===== config.mk =====
export PLATFORM = sky130hd
export DESIGN_NAME = dmem_arbiter
export DESIGN_NICKNAME = d
export VERILOG_FILES = /design/src/rtl/dmem_arbiter_pkg.sv /design/src/rtl/dmem_arbiter_store_fifo.sv /design/src/rtl/dmem_arbiter.sv
export SDC_FILE = /design/constraint.sdc
export NUM_CORES = 1
export LEC_CHECK = 0
export ABC_AREA = 1
export CELL_PAD_IN_SITES_DETAIL_PLACEMENT = 0
export CELL_PAD_IN_SITES_GLOBAL_PLACEMENT = 1
export CORE_MARGIN = 2
export CORE_UTILIZATION = 55
export CTS_BUF_LIST = sky130_fd_sc_hd__clkbuf_4 sky130_fd_sc_hd__clkbuf_8
export DETAILED_ROUTE_END_ITERATION = 6
export DONT_BUFFER_PORTS = 1
export HOLD_SLACK_MARGIN = 0.03
export PLACE_DENSITY = 0.86
export SLEW_MARGIN = 25
export SYNTH_ARGS = -nofsm -noshare
export SYNTH_HDL_FRONTEND = slang
export SYNTH_SLANG_ARGS = --single-unit

===== constraint.sdc =====
create_clock -name clk -period 8.62 [get_ports clk]
set_clock_uncertainty 0.15 [all_clocks]
set_input_delay 2.155 -clock clk [delete_from_list [all_inputs] [get_ports clk]]
set_output_delay 2.155 -clock clk [all_outputs]
set_load 0.005 [all_outputs]

===== src/rtl/dmem_arbiter_pkg.sv =====
// ============================================================================
// Module  : dmem_arbiter_pkg
// Brief   : Shared types, constants and lane-formatting helpers for the
//           data-memory arbiter.
// Revision: 1.0 - initial release
// ============================================================================
`default_nettype none

package dmem_arbiter_pkg;

   localparam logic [2:0] F3_LW  = 3'b010;
   localparam logic [2:0] F3_LBU = 3'b100;
   localparam logic [2:0] F3_SW  = 3'b010;
   localparam logic [2:0] F3_SH  = 3'b001;

   typedef struct packed {
      logic [31:0] addr;
      logic [31:0] data;
      logic        sh;
   } sb_entry_t;

   typedef enum logic [1:0] {
      IDLE = 2'd0,
      REQ  = 2'd1,
      WAIT = 2'd2
   } arb_state_t;

   function automatic logic [3:0] store_be(input logic [2:0] f3, input logic addr1);
      logic [3:0] be;
      case (f3)
         F3_SH:   be = 4'b0011 << {addr1, 1'b0};
         F3_SW:   be = 4'b1111;
         default: be = 4'b1111;
      endcase
      return be;
   endfunction

   function automatic logic [31:0] store_wdata(input logic [2:0] f3, input logic [31:0] data);
      logic [31:0] wd;
      case (f3)
         F3_SH:   wd = {data[15:0], data[15:0]};
         default: wd = data;
      endcase
      return wd;
   endfunction

   // Anything that is not lbu is returned as a full word.
   function automatic logic [31:0] load_format(input logic [2:0] f3, input logic [1:0] lo,
                                               input logic [31:0] rdata);
      logic [31:0] shifted;
      logic [31:0] res;
      shifted = rdata >> {lo, 3'b000};
      case (f3)
         F3_LBU:  res = {24'b0, shifted[7:0]};
         F3_LW:   res = rdata;
         default: res = rdata;
      endcase
      return res;
   endfunction

endpackage

`default_nettype wire


===== src/rtl/dmem_arbiter_store_fifo.sv =====
// ============================================================================
// Module  : store_fifo
// Brief   : Retired-store FIFO with a word-address match vector used to block
//           loads that would bypass a pending store.
// Revision: 1.0 - initial release
// ============================================================================
`default_nettype none

module store_fifo
   import dmem_arbiter_pkg::*;
#(
   parameter int DEPTH = 4
) (
   input  logic             clk,
   input  logic             reset,
   input  logic             i_push,
   input  sb_entry_t        i_entry,
   input  logic             i_pop,
   input  logic [29:0]      i_probe_word,
   output sb_entry_t        o_head,
   output logic             o_full,
   output logic             o_empty,
   output logic [DEPTH-1:0] o_match
);

   localparam int PTR_W = (DEPTH > 1) ? $clog2(DEPTH) : 1;
   localparam int CNT_W = $clog2(DEPTH + 1);

   sb_entry_t        r_mem [DEPTH];
   logic [PTR_W-1:0] r_wr_ptr;
   logic [PTR_W-1:0] r_rd_ptr;
   logic [CNT_W-1:0] r_count;

   always_ff @(posedge clk or negedge reset) begin
      if (!reset) begin
         r_wr_ptr <= '0;
         r_rd_ptr <= '0;
         r_count  <= '0;
      end else begin
         if (i_push) r_wr_ptr <= r_wr_ptr + PTR_W'(1);
         if (i_pop)  r_rd_ptr <= r_rd_ptr + PTR_W'(1);
         case ({i_push, i_pop})
            2'b10:   r_count <= r_count + CNT_W'(1);
            2'b01:   r_count <= r_count - CNT_W'(1);
            default: r_count <= r_count;
         endcase
      end
   end

   always_ff @(posedge clk) begin
      if (i_push) r_mem[r_wr_ptr] <= i_entry;
   end

   assign o_head  = r_mem[r_rd_ptr];
   assign o_full  = (r_count == CNT_W'(DEPTH));
   assign o_empty = (r_count == '0);

   // An entry is live when its distance from the read pointer is below count.
   for (genvar gi = 0; gi < DEPTH; gi++) begin : g_match
      logic [PTR_W-1:0] w_off;
      assign w_off       = PTR_W'(gi) - r_rd_ptr;
      assign o_match[gi] = (CNT_W'(w_off) < r_count) &&
                           (r_mem[gi].addr[31:2] == i_probe_word);
   end

endmodule

`default_nettype wire


===== src/rtl/dmem_arbiter.sv =====
// ============================================================================
// Module  : dmem_arbiter
// Brief   : Shares the single data-memory port between buffered retired
//           stores and FU_mem loads, one transaction at a time.
// Revision: 1.0 - initial release
// ============================================================================
`default_nettype none

module dmem_arbiter
   import dmem_arbiter_pkg::*;
#(
   parameter int SB_DEPTH        = 4,
   parameter int MAX_LOAD_STREAK = 4,
   parameter int PREG_W          = 7
) (
   input  logic              clk,
   input  logic              reset,
   input  logic              store_wb,
   input  logic [31:0]       store_addr,
   input  logic [31:0]       store_data,
   input  logic              store_sh,
   output logic              sb_full,
   output logic              sb_overflow,
   input  logic              ld_valid,
   output logic              ld_ready,
   input  logic [31:0]       ld_addr,
   input  logic [2:0]        ld_func3,
   input  logic [4:0]        ld_rob_tag,
   input  logic [PREG_W-1:0] ld_pd,
   input  logic              flush,
   output logic              mem_req_valid,
   input  logic              mem_req_ready,
   output logic              mem_we,
   output logic [31:0]       mem_addr,
   output logic [31:0]       mem_wdata,
   output logic [3:0]        mem_be,
   input  logic              mem_resp_valid,
   input  logic [31:0]       mem_rdata,
   output logic              ld_done,
   output logic [31:0]       ld_data,
   output logic [4:0]        ld_done_rob_tag,
   output logic [PREG_W-1:0] ld_done_pd
);

   localparam int STREAK_W = $clog2(MAX_LOAD_STREAK + 1);

   arb_state_t          r_state;
   arb_state_t          w_next_state;
   sb_entry_t           w_head;
   sb_entry_t           w_push_entry;
   logic                w_full;
   logic                w_empty;
   logic [SB_DEPTH-1:0] w_match;
   logic                w_push;
   logic                w_pop;
   logic                w_ld_eligible;
   logic                w_store_wins;
   logic                w_grant_ld;
   logic                w_grant_st;
   logic                w_req_active;
   logic                w_done;
   logic [2:0]          w_st_f3;
   logic                w_unused;

   logic                r_is_store;
   logic [31:0]         r_mem_addr;
   logic [31:0]         r_mem_wdata;
   logic [3:0]          r_mem_be;
   logic [4:0]          r_ld_tag;
   logic [PREG_W-1:0]   r_ld_pd;
   logic [2:0]          r_ld_f3;
   logic [1:0]          r_ld_lo;
   logic [STREAK_W-1:0] r_streak;
   logic                r_kill;
   logic                r_sb_overflow;

   assign w_push_entry = '{addr: store_addr, data: store_data, sh: store_sh};
   assign w_push       = store_wb && !w_full;

   store_fifo #(
      .DEPTH (SB_DEPTH)
   ) u_store_fifo (
      .clk          (clk),
      .reset        (reset),
      .i_push       (w_push),
      .i_entry      (w_push_entry),
      .i_pop        (w_pop),
      .i_probe_word (ld_addr[31:2]),
      .o_head       (w_head),
      .o_full       (w_full),
      .o_empty      (w_empty),
      .o_match      (w_match)
   );

   assign w_ld_eligible = ld_valid && !(|w_match) && !flush;
   assign w_store_wins  = !w_empty &&
                          (!w_ld_eligible || (r_streak == STREAK_W'(MAX_LOAD_STREAK)) || w_full);
   assign w_st_f3       = w_head.sh ? F3_SH : F3_SW;
   assign w_unused      = w_head.addr[0];

   always_ff @(posedge clk or negedge reset) begin
      if (!reset) r_state <= IDLE;
      else        r_state <= w_next_state;
   end

   // Grants are also gated by reset so ld_ready stays low while it is held.
   always_comb begin
      w_next_state = r_state;
      w_grant_ld   = 1'b0;
      w_grant_st   = 1'b0;
      w_pop        = 1'b0;
      w_req_active = 1'b0;
      w_done       = 1'b0;
      case (r_state)
         IDLE: begin
            if (reset) begin
               if (w_store_wins) begin
                  w_grant_st   = 1'b1;
                  w_next_state = REQ;
               end else if (w_ld_eligible) begin
                  w_grant_ld   = 1'b1;
                  w_next_state = REQ;
               end
            end
         end
         REQ: begin
            w_req_active = 1'b1;
            if (mem_req_ready) begin
               w_pop        = r_is_store;
               w_next_state = r_is_store ? IDLE : WAIT;
            end
         end
         WAIT: begin
            if (mem_resp_valid) begin
               w_done       = !r_kill && !flush;
               w_next_state = IDLE;
            end
         end
         default: w_next_state = IDLE;
      endcase
   end

   always_ff @(posedge clk or negedge reset) begin
      if (!reset) begin
         r_is_store    <= 1'b0;
         r_mem_addr    <= '0;
         r_mem_wdata   <= '0;
         r_mem_be      <= '0;
         r_ld_tag      <= '0;
         r_ld_pd       <= '0;
         r_ld_f3       <= '0;
         r_ld_lo       <= '0;
         r_streak      <= '0;
         r_kill        <= 1'b0;
         r_sb_overflow <= 1'b0;
      end else begin
         if (store_wb && w_full) r_sb_overflow <= 1'b1;

         if (w_grant_st) begin
            r_is_store  <= 1'b1;
            r_mem_addr  <= {w_head.addr[31:2], 2'b00};
            r_mem_wdata <= store_wdata(w_st_f3, w_head.data);
            r_mem_be    <= store_be(w_st_f3, w_head.addr[1]);
            r_streak    <= '0;
         end else if (w_grant_ld) begin
            r_is_store  <= 1'b0;
            r_mem_addr  <= {ld_addr[31:2], 2'b00};
            r_mem_wdata <= '0;
            r_mem_be    <= 4'b1111;
            r_ld_tag    <= ld_rob_tag;
            r_ld_pd     <= ld_pd;
            r_ld_f3     <= ld_func3;
            r_ld_lo     <= ld_addr[1:0];
            if (!w_empty) r_streak <= r_streak + STREAK_W'(1);
         end

         // Kill only ever marks loads; it is dropped whenever the FSM idles.
         if (r_state == IDLE || (r_state == WAIT && mem_resp_valid)) r_kill <= 1'b0;
         else if (flush && !r_is_store)                               r_kill <= 1'b1;
      end
   end

   assign sb_full         = w_full;
   assign sb_overflow     = r_sb_overflow;
   assign ld_ready        = w_grant_ld;
   assign mem_req_valid   = w_req_active;
   assign mem_we          = w_req_active && r_is_store;
   assign mem_addr        = w_req_active ? r_mem_addr  : '0;
   assign mem_wdata       = w_req_active ? r_mem_wdata : '0;
   assign mem_be          = w_req_active ? r_mem_be    : '0;
   assign ld_done         = w_done;
   assign ld_data         = w_done ? load_format(r_ld_f3, r_ld_lo, mem_rdata) : '0;
   assign ld_done_rob_tag = w_done ? r_ld_tag : '0;
   assign ld_done_pd      = w_done ? r_ld_pd  : '0;

endmodule

`default_nettype wire

; ---- Word-level counts from Yosys, hierarchy flattened
; Memory sizes are Yosys's and may differ from the RTL's.
; Cells that the tools add are included.
[totals]
ram_bits = 260
n_memories = 1
inputBits = 151
output_inout_bits = 118
regBits = 100
[op_classes]
order_cmp = 4
n_addsub = 9
n_reduce_logical = 32
mux = 45
bitwise_logic = 1
n_shift = 2
eq_ne = 17
[memory_table]
columns = memory, depth, width, read_ports, rd_clocked_by_memory_dff, wr, line
row1 = u_store_fifo.r_mem, 4, 65, 5, 0, 1, dmem_arbiter_store_fifo.sv:29  ; sb_entry_t r_mem [DEPTH];
[op_table]
columns = operator, n
row1 = two-way mux 32 bit, 9
row2 = equality test 30 bit, 4
row3 = right shift 32 x 5 -> 8 bit, 1
row4 = two-way mux 1 bit, 18
row5 = two-way mux 4 bit, 4
row6 = two-way mux 2 bit, 7
row7 = logical AND 1 bit, 13
row8 = < comparator 2 x 3 -> 1 bit, 4
row9 = equality test 3 bit (second input constant), 3
row10 = two-way mux 3 bit, 3
row11 = logical NOT 1 bit, 7
row12 = two-way mux 7 bit, 1
row13 = adder 3 x 1 -> 3 bit (second input constant), 2
row14 = equality test 2 x 1 -> 1 bit (second input constant), 3
row15 = != test 2 bit (second input constant), 3
row16 = one-hot mux 2 bit (3 select lines), 1
row17 = one-hot mux 3 bit (2 select lines), 1
row18 = nonzero test 2 bit, 3
row19 = two-way mux 5 bit, 1
row20 = adder 2 x 1 -> 2 bit (second input constant), 2
row21 = equality test 2 bit (second input constant), 2
row22 = AND reduction 2 bit, 2
row23 = AND reduction 4 bit, 1
row24 = OR reduction 4 bit, 1
row25 = 10 further kinds, 14

; ---- Logic depth before layout (Yosys ltp)
[depth]
depth_word = 16
ltp_mapped = 23
depth_no_buf = 19

; ---- Modules after synthesis
; Synthesis repeated with hierarchy kept, for this count alone.
[hier_totals]
hier_cells = 1883
hier_area_um2 = 17710.7
[modules_own_cells]
columns = module, seq_area_each_um2, instances, area_each_um2, cells_each
row1 = store_fifo, 7982.7, 1, 12311.8, 1074
row2 = dmem_arbiter, 2227.1, 1, 5398.9, 809

; ---- Worst setup path before layout
; OpenSTA, ideal clock, no wires.
[synth_path]
kind = input to output
from = input ld_addr[16]
to = output ld_ready
path_stages = 12
arrival_ns = 3.520
required_time_ns = 6.315
path_slack_ns = 2.795
path_cell_list = buf_2 -> xor2_1 -> nor2_1 -> and2_1 -> nand2_1 -> nor2_1 -> nand3_1 -> nand2_1 -> nor3_4 -> nand2_4 -> inv_4 -> buf_6
[synth_between]
elab_chain_len = 13
[synth_lines]
columns = item, line
row1 = start: declaration, dmem_arbiter.sv:26  ; input logic [31:0] ld_addr,
row2 = equality test 30 bit, dmem_arbiter_store_fifo.sv:63  ; (r_mem[gi].addr[31:2] == i_probe_word);
row3 = logical AND 1 bit, dmem_arbiter_store_fifo.sv:62  ; assign o_match[gi] = (CNT_W'(w_off) < r_count) &&
row4 = OR reduction 4 bit (*), dmem_arbiter.sv:95  ; assign w_ld_eligible = ld_valid && !(|w_match) && !flush;
row5 = logical NOT 1 bit (*), dmem_arbiter.sv:95
row6 = logical AND 1 bit (*) (2 in a row), dmem_arbiter.sv:95
row7 = logical NOT 1 bit, dmem_arbiter.sv:97  ; (!w_ld_eligible || (r_streak == STREAK_W'(MAX_LOAD_STREAK)) || w_full);
row8 = logical OR 1 bit (2 in a row), dmem_arbiter.sv:97
row9 = logical AND 1 bit, dmem_arbiter.sv:96  ; assign w_store_wins = !w_empty &&
row10 = two-way mux 1 bit (*), dmem_arbiter.sv:117  ; if (w_store_wins) begin
row11 = two-way mux 1 bit (*), dmem_arbiter.sv:116  ; if (reset) begin
row12 = two-way mux 1 bit (*), dmem_arbiter.sv:114  ; case (r_state)
row13 = end: declaration, dmem_arbiter.sv:25  ; output logic ld_ready,
; Every way passes the cells marked *; elsewhere a longest branch is shown, timed or not.

; ---- Worst setup path in the final report
[layout_path]
from = input ld_addr[10]
to = output ld_ready
; The elaborated chain is that of the path after synthesis.

==> reports/results.ini <==
[clock_tree]
cts_buffers = 54
hold_buffers = 0
cts-root-buf = clkbuf_8
clkSinkCount = 352
clock_path_buffers = 3
clk_pin_slew_ns = 0.05
clk_latency_ns = 0.61
cts_max_level = 2
cts_tree = built
cts_setup_buffers = 0
cts.repair.resized = 0

[setup_path]
path_class = in2out
max_stage_delay_ns = 0.39
slowest_stage = xnor2_1
path_delay_family = simple AND/OR/NAND/NOR gates
worstPathRequired_ns = 6.32
start_kind = primary input
worst-path-buf-inv = 1
cp_max_fo = 18
worstPathCellList = xnor2_1 -> nand3_1 -> nor2_1 -> nand2_1 -> nor2_1 -> nand3_1 -> nand2_1 -> nor3_4 -> nand2_4 -> inv_4
worstSetupEndpointType = output pin
worstPathArrival_ns = 3.89

[global_routing]
grtUsageTotal_pct = 27.7
antenna_found_initial = 1
gr-total-overflow = 0
grt_pass1_vias = 11644
grt_pass1_wl_um = 66000
grt_max_degree = 98

[yosys]
yosys.area_share.adder_pct = 0.942
yosys.area_share.xor_xnor_pct = 4.97
synth.avg_cell_area_um2 = 9.79
ys.flop_type = edfxtp_1
netlist.area_leader.share_pct = 45.9
synthSimpleGateAreaFrac_pct = 18.4
synth_seq_cells = 352
synth_top_family_by_area = simple AND/OR/NAND/NOR gates
synthCells = 1710
synth.area.top_cells = edfxtp_1 (46%), dfrtp_1 (14%), nand2_1 (7.6%), nor2_1 (5.0%), inv_1 (3.9%)
synthMuxAreaShare_pct = 0
yosysSeqAreaShare_pct = 60.3
netlist_area_um2 = 16700
yosys.area.top_type = edfxtp_1
synth-compound-area-share_pct = 8.35
yosysUniqueCellTypes = 42
ys_async_sr_fraction_pct = 27.3
synth_edf_count = 256
synth_warnings = 0

[drt]
antenna_left = 0
drt-vias-per-instance = 5.72
routed_wl_um = 44400
initialDrtViolationCount = 1118
wl_per_cell_um = 20.9
post-route-drc-count = 0
via_count = 12129
first_pass_iters = 5

[floorplan]
initial_core_util_pct = 56.2
dieArea_um2 = 31800
core_region_area_um2 = 29800
io_pins = 269
fp.dieH_um = 178
rows = 63
die_x_um = 178

[power]
p_per_area_nw_per_um2 = 332
vdd.ir_drop.worst_v = 0.000211
leakagePower_nw = 7.38

[timing]
slew_headroom_pct = 29.3
tns_ns = 0
worst_pin_slew_ns = 1.06
rsz0062_at_grt = no
max_freq_mhz = 162
min_period_over_period_pct = 71.8
min_period_ns = 6.19
hold_ws_ns = 0.324
finalSetupViolations = 0
finalHoldViolCount = 0
drv_slew = 0

[layout]
final_cell_mix = nand2_1 (337), edfxtp_1 (256), nor2_1 (214)
drive_gt1_share_pct = 7.97
final_common_cell = nand2_1
fin_nets = 1848
area_growth_pct = 8.28
n_antenna_cell = 0

[run_status]
outcome = completed

[flow_run]
drv_cap = 0

[placed_design]
io_buffer_count = 0
place.gp.congestion = 0.882
hpwl_um = 29300

[worst_hold_path]
min_path_type = reg2reg

## per-stage QoR
stage	util [%]	area (µm²)	total power, mW	instances	worst slack, ns
4_1_cts	60.7	18100	6.03	2120	2.52
3_5_place_dp	56.8	16900	4.59	2018	2.53
3_3_place_gp	56.8	16900	4.53	2018	2.56
6_report	60.8	18100	6.02	2121	2.43
2_1_floorplan	-	16700	3.96	1711	2.80
5_1_grt	60.8	18100	6.39	2121	2.37
## power breakdown
group	switching [mW]	total (mW)	internal (mW)
sequential	0.218	2.52	2.30
clock	0.649	1.44	0.789
combinational	1.46	2.06	0.597
## worst register-to-register path, stage by stage, from the launching register on
cell and delay (ns):
dfrtp_1 0.48, nand2_1 0.10, buf_4 0.44, inv_1 0.12
nor2_1 0.20, ha_1 0.26, a21boi_0 0.12, o21ai_1 0.22
nand3_1 0.11, nor2_1 0.15, nand3_1 0.10, nand2_1 0.23
o21ai_1 0.16, nand3_2 0.49, buf_4 0.54, nand2_1 0.11
nand2_1 0.08, inv_1 0.03
## flip-flops by register name (all words and copies together) (netlist names), 3 cells and up
| signal | flops |
|---|---|
| r_ld_pd | 7 |
| u_store_fifo.r_count | 3 |
| r_ld_tag | 5 |
| r_mem_wdata | 32 |
| r_ld_f3 | 3 |
| u_store_fifo.r_mem | 256 |
| r_mem_addr | 30 |
| r_streak | 3 |
## final cells by class
cell class	instances	area (µm²)
well taps	390	488
repair buffers	20	170
inverters	187	704
clock buffers	86	1020
clock inverters	16	128
fillers	2462	11700
flip-flops and latches	352	10100
multi-input cells	1070	5520
## path summary, 6_finish.rpt
path                            slack, ns                          end  depth (start not counted)                            startpoint
worst max-delay path                 2.43                     ld_ready                         10                           ld_addr[10]
worst min-delay path                 0.32       r_ld_pd[6]$_DFFE_PN0P_                          2                r_ld_pd[6]$_DFFE_PN0P_
worst max register to register       4.41      r_mem_be[2]$_DFFE_PN0P_                         17  u_store_fifo.r_rd_ptr[0]$_DFFE_PN0P_
worst min register to register       0.32       r_ld_pd[6]$_DFFE_PN0P_                          2                r_ld_pd[6]$_DFFE_PN0P_
max in group asynchronous            7.05  r_mem_wdata[15]$_DFFE_PN0P_                          0                                 reset
min in group asynchronous            1.10   r_mem_addr[18]$_DFFE_PN0P_                          0                                 reset
## Yosys cell counts (all sizes together) (45+ instances only)
master  count
a22oi      45
buf        47
clkbuf     55
dfrtp      96
edfxtp    256
inv       182
nand2     338
nand3     104
nor2      221
o21ai      80
o22ai      55
xor2       55
## cell families (layout without fill, tap and decap cells)
family	after synthesis	after routing
other	1	2
XOR/XNOR	95	95
adder cells (fa/ha/maj)	12	12
flip-flops	352	352
AO/OA/AOI/OAI	224	224
buffers and inverters	289	309
AND/OR/NAND/NOR	737	737
## per-layer routing
layer  track usage (%)  vias to the layer above  part of all wire [%]
met1              36.9                     5825                    40
met2              45.1                      558                    47
li1                  -                     5694                     -
met5                 0                        -                     0
met4              6.13                        0                   1.6
met3              8.08                       52                    11
(Power assumes the default switching activity.)
